`src/rtl/fetch_pkg.sv`:
```
// Shared types and constants for the instruction fetch unit.
package fetch_pkg;

   typedef enum logic {
      RUN  = 1'b0,
      HALT = 1'b1
   } fetch_state_t;

   localparam int unsigned AW_DEF = 8;
   localparam int unsigned DW_DEF = 32;

   localparam logic [31:0] NOP_INSTR = 32'h0000_0000;

endpackage : fetch_pkg

```
`src/rtl/fetch_out_reg.sv`:
```
// Valid/ready holding register for the fetched {pc, instruction} pair.
// Flush wins over load; a transfer without a load empties the register.
module fetch_out_reg
   import fetch_pkg::*;
#(
   parameter int unsigned AW = AW_DEF,
   parameter int unsigned DW = DW_DEF
) (
   input  logic          clk,
   input  logic          rst,
   input  logic          load,
   input  logic          flush,
   input  logic          ready,
   input  logic [AW-1:0] load_pc,
   input  logic [DW-1:0] load_instr,
   output logic [AW-1:0] pc_out,
   output logic [DW-1:0] instr_out,
   output logic          valid
);

   always_ff @(posedge clk) begin
      if (rst) begin
         pc_out    <= '0;
         instr_out <= DW'(NOP_INSTR);
         valid     <= 1'b0;
      end else if (flush) begin
         valid <= 1'b0;
      end else if (load) begin
         pc_out    <= load_pc;
         instr_out <= load_instr;
         valid     <= 1'b1;
      end else if (valid && ready) begin
         valid <= 1'b0;
      end
   end

endmodule : fetch_out_reg

```
`src/rtl/instr_fetch_unit.sv`:
```
// Instruction fetch: owns the PC, reads the combinational instruction memory
// and hands {pc, instr} to decode with redirect, halt and resume support.
module instr_fetch_unit
   import fetch_pkg::*;
#(
   parameter int unsigned AW       = AW_DEF,
   parameter int unsigned DW       = DW_DEF,
   parameter int unsigned RESET_PC = 0,
   parameter int unsigned CW       = 16
) (
   input  logic          clk,
   input  logic          rst,
   output logic [AW-1:0] imem_addr,
   input  logic [DW-1:0] imem_data,
   output logic [DW-1:0] instr_out,
   output logic [AW-1:0] pc_out,
   output logic          instr_valid,
   input  logic          instr_ready,
   input  logic          redirect_en,
   input  logic [AW-1:0] redirect_pc,
   input  logic          halt,
   output logic          halted,
   output logic [CW-1:0] fetch_count
);

   fetch_state_t  state_q, state_d;
   logic [AW-1:0] pc_q;
   logic          capture;

   assign imem_addr = pc_q;

   // State register plus the registered halted flag that mirrors it.
   always_ff @(posedge clk) begin
      if (rst) begin
         state_q <= RUN;
         halted  <= 1'b0;
      end else begin
         state_q <= state_d;
         halted  <= (state_d == HALT);
      end
   end

   // Next state and capture decision; priority is redirect > halt > capture.
   always_comb begin
      state_d = state_q;
      capture = 1'b0;
      case (state_q)
         RUN: begin
            if (redirect_en) begin
               state_d = RUN;
            end else if (halt) begin
               state_d = HALT;
            end else begin
               capture = !instr_valid || instr_ready;
            end
         end
         HALT: begin
            if (redirect_en) begin
               state_d = RUN;
            end
         end
         default: state_d = RUN;
      endcase
   end

   always_ff @(posedge clk) begin
      if (rst) begin
         pc_q <= AW'(RESET_PC);
      end else if (redirect_en) begin
         pc_q <= redirect_pc;
      end else if (capture) begin
         pc_q <= pc_q + AW'(1);
      end
   end

   // Saturating count of captured instructions.
   always_ff @(posedge clk) begin
      if (rst) begin
         fetch_count <= '0;
      end else if (capture && (fetch_count != {CW{1'b1}})) begin
         fetch_count <= fetch_count + CW'(1);
      end
   end

   fetch_out_reg #(
      .AW (AW),
      .DW (DW)
   ) u_out_reg (
      .clk        (clk),
      .rst        (rst),
      .load       (capture),
      .flush      (redirect_en),
      .ready      (instr_ready),
      .load_pc    (pc_q),
      .load_instr (imem_data),
      .pc_out     (pc_out),
      .instr_out  (instr_out),
      .valid      (instr_valid)
   );

endmodule : instr_fetch_unit

```
`config.mk`:
```
export PLATFORM = sky130hd
export DESIGN_NAME = instr_fetch_unit
export DESIGN_NICKNAME = d
export VERILOG_FILES = /design/src/rtl/fetch_pkg.sv /design/src/rtl/fetch_out_reg.sv /design/src/rtl/instr_fetch_unit.sv
export SDC_FILE = /design/constraint.sdc
export NUM_CORES = 1
export LEC_CHECK = 0
export ABC_CLOCK_PERIOD_IN_PS = 4600
export BUFFER_PORTS_ARGS = -buffer_cell sky130_fd_sc_hd__buf_2
export CAP_MARGIN = 20
export CORE_MARGIN = 2
export CORE_UTILIZATION = 40
export DETAILED_ROUTE_END_ITERATION = 7
export PLACE_DENSITY = 0.68
export REMOVE_ABC_BUFFERS = 1
export SETUP_SLACK_MARGIN = 0.02
export SLEW_MARGIN = 20
export SYNTH_ARGS = -nofsm -noshare
export SYNTH_HDL_FRONTEND = slang
export SYNTH_SLANG_ARGS = --single-unit
```
`constraint.sdc`:
```
create_clock -name clk -period 4.6 [get_ports clk]
set_clock_uncertainty 0.15 [all_clocks]
set_input_delay 0.92 -clock clk [delete_from_list [all_inputs] [get_ports clk]]
set_output_delay 0.92 -clock clk [all_outputs]
set_load 0.02 [all_outputs]
```
==> metrics.txt <==
status=finished, final reports clean; DRC Markers=0; Final Cycle Share=0.4676; Worst VDD drop=0.0001392 V; die area=0.007404 mm²; Clk Latency, worst-skew pair=0.33 ns; Fill cells=639; crit end category=register; post-CTS setup buffer count=0; CTS buffer count=9; first-pass GRT wire length=10450 µm; hold slack=0.3012 ns; share of cells above drive strength 1=0.3119; Worst R2R Setup Slack=2.80 ns; synthesized cell area=0.002693 mm²; max_slew headroom=0.6147; Syn. warnings=0; Pwr Total=1.290 mW; NumNets Final=478; DRT iter0 DRCs=109; CP Launch Type=input pin; top sig layer=met4; CTS H-tree lvls=3; Cell variety after synth=31; Ant. Diodes=0; Port Buffers=110; Synth Instances=324; Core Util, Final=0.5486; HPWL after detailed placement=4526 µm; drt total wl=6424 µm; Synth Area per Inst=8.310 µm²; Initial Util=0.4192; total grt overflow=0; Row Count=29; hold_buf cts=0; fin worst setup slack=2.449 ns; Period minus WS final=2.151 ns; DR vias=2519; power density cells=366.3 mW/mm²; Core ar.=0.006422 mm²; CTS root buf=clkbuf_8; RSZ-0062 raised after global routing=false; WS Path Type=in2reg; Pins Over Slew Limit=0; Die H=86.05 µm; sequential fraction of the synthesis area=0.4907; Clock Path Buffers=2; DRT antenna net count=0; crit-path max FO=40; pin count of the biggest net entering global routing=41; Hold Violations, Final=0; Layout area overhead=30.86%; Required @ worst endpoint=4.71 ns; setup TNS=0 ns; Arrival @ worst endpoint=2.26 ns; DR WL met3=426 µm; Static Leakage=1.564 nW; worst slack at placement=2.085 ns; Die W=86.05 µm; max-cap check violation count=0; wl on met1=3096 µm; I/O pin count=111; HP Class=reg2reg; DR pass1 iterations=5; clock-pin slew on the worst setup and hold paths=0.07 ns; count of final setup violators=0; clock tree from TritonCTS=yes; Global Route Usage Sum=0.1769; clk sinks=66; vias in the first global route=2256; Synth Register Bits=66; WL met2=2829 µm; RD Place Congestion=0.7863; routed length per placed instance=12.52 µm; via/cell ratio=4.910; Tightest Pin Transition=0.5780 ns; # resized after CTS=0; fmax=464.9 MHz; initial antenna violation count=0
## power by group
group	switching [mW]	leakage (nW)	internal, mW
Sequential	0.0155	0.537	0.593
Clock	0.214	0.117	0.335
Combinational	0.0825	0.910	0.0501
## cell type report
cell class              instances  area, µm²  share of cell area
flip-flops and latches         66       1321              0.3750
repair buffers                113      573.1              0.1626
inverters                       3      11.26            0.003196
clock inverters                 4      73.82             0.02095
clock buffers                  12      155.1             0.04403
multi-input cells             238       1292              0.3668
well taps                      77      96.34             0.02734
## placed cells by master, fill, tap and decap left out, drive strengths merged
cell type,count
bufinv,2
clkbuf,12
nor4b,2
o21a,2
and4,6
and2,1
dfxtp,66
nor2,26
mux2i,5
inv,3
buf,113
clkinv,2
nand4,8
nand2b,1
xnor2,15
nor3b,1
nor3,4
a211oi,4
or3,1
a21oi,45
o21ai,2
nor4,6
ha,2
and3,1
xor2,6
or2,1
nand2,89
nor2b,1
nand3,9
## through the flow
| stage | std cells | area [µm²] |
|---|---|---|
| after floorplan | 307 | 2623 |
| after global placement | 497 | 3294 |
| after detailed placement | 497 | 3294 |
| after CTS | 513 | 3523 |
| after global routing | 513 | 3523 |
| final | 513 | 3523 |
## metal layers
metal,up-vias,global-route usage
met3,6,0.03946
li1,1303,-
met5,-,0
met2,82,0.2692
met1,1128,0.2375
met4,0,0.08369
## registers in the layout, summed over array words and instances, names as in the netlist
signal and count:
u_out_reg.instr_out 32, fetch_count 16, imem_addr 8, u_out_reg.pc_out 8, state_q 1, u_out_reg.valid 1
## synth_stat cells, drive strengths merged
cell type	number	area [µm²]
a21oi	45	225.2
and2	1	6.260
or3	1	6.260
buf	5	25.02
or2	1	6.260
mux2i	5	50.05
nor3b	1	7.510
clkbuf	12	45.04
nor4	6	58.80
o21ai	2	10.01
dfxtp	66	1321
and4	6	52.55
xnor2	15	131.4
ha	2	25.02
nor4b	2	30.03
o21a	2	15.01
nand2b	1	6.260
nor2b	1	6.260
inv	3	11.26
nand2	89	334.1
and3	1	6.260
nor2	26	97.59
xor2	6	52.55
nor3	4	31.28
nand4	8	56.30
nand3	9	45.04
a211oi	4	30.03
## worst max-delay path, cell delays in order
cell      delay, ns
buf_2          0.09
nand2b_1       0.33
nand2_1        0.18
nor2_2         0.11
buf_4          0.37
nand2_1        0.11
a21oi_1        0.15
## logic make-up after synthesis
family | synth area share
and+or+nand+nor | 0.2788
buffers and inverters | 0.03020
adders and majority gates | 0.009292
AOI/OAI and AO/OA | 0.1041
xor gates and xnor gates | 0.06831
muxes | 0.01859
DFF | 0.4907
## worst paths after layout
check,start,endpoint,depth (start not counted)
setup / recovery,instr_ready,u_out_reg.instr_out[7]$_SDFFE_PP0P_,7
setup reg to reg,state_q$_SDFF_PP0_,u_out_reg.instr_out[7]$_SDFFE_PP0P_,6
hold / removal,u_out_reg.instr_out[29]$_SDFFE_PP0P_,u_out_reg.instr_out[29]$_SDFFE_PP0P_,2
hold reg to reg,u_out_reg.instr_out[29]$_SDFFE_PP0P_,u_out_reg.instr_out[29]$_SDFFE_PP0P_,2
(Power assumes the default switching activity.)
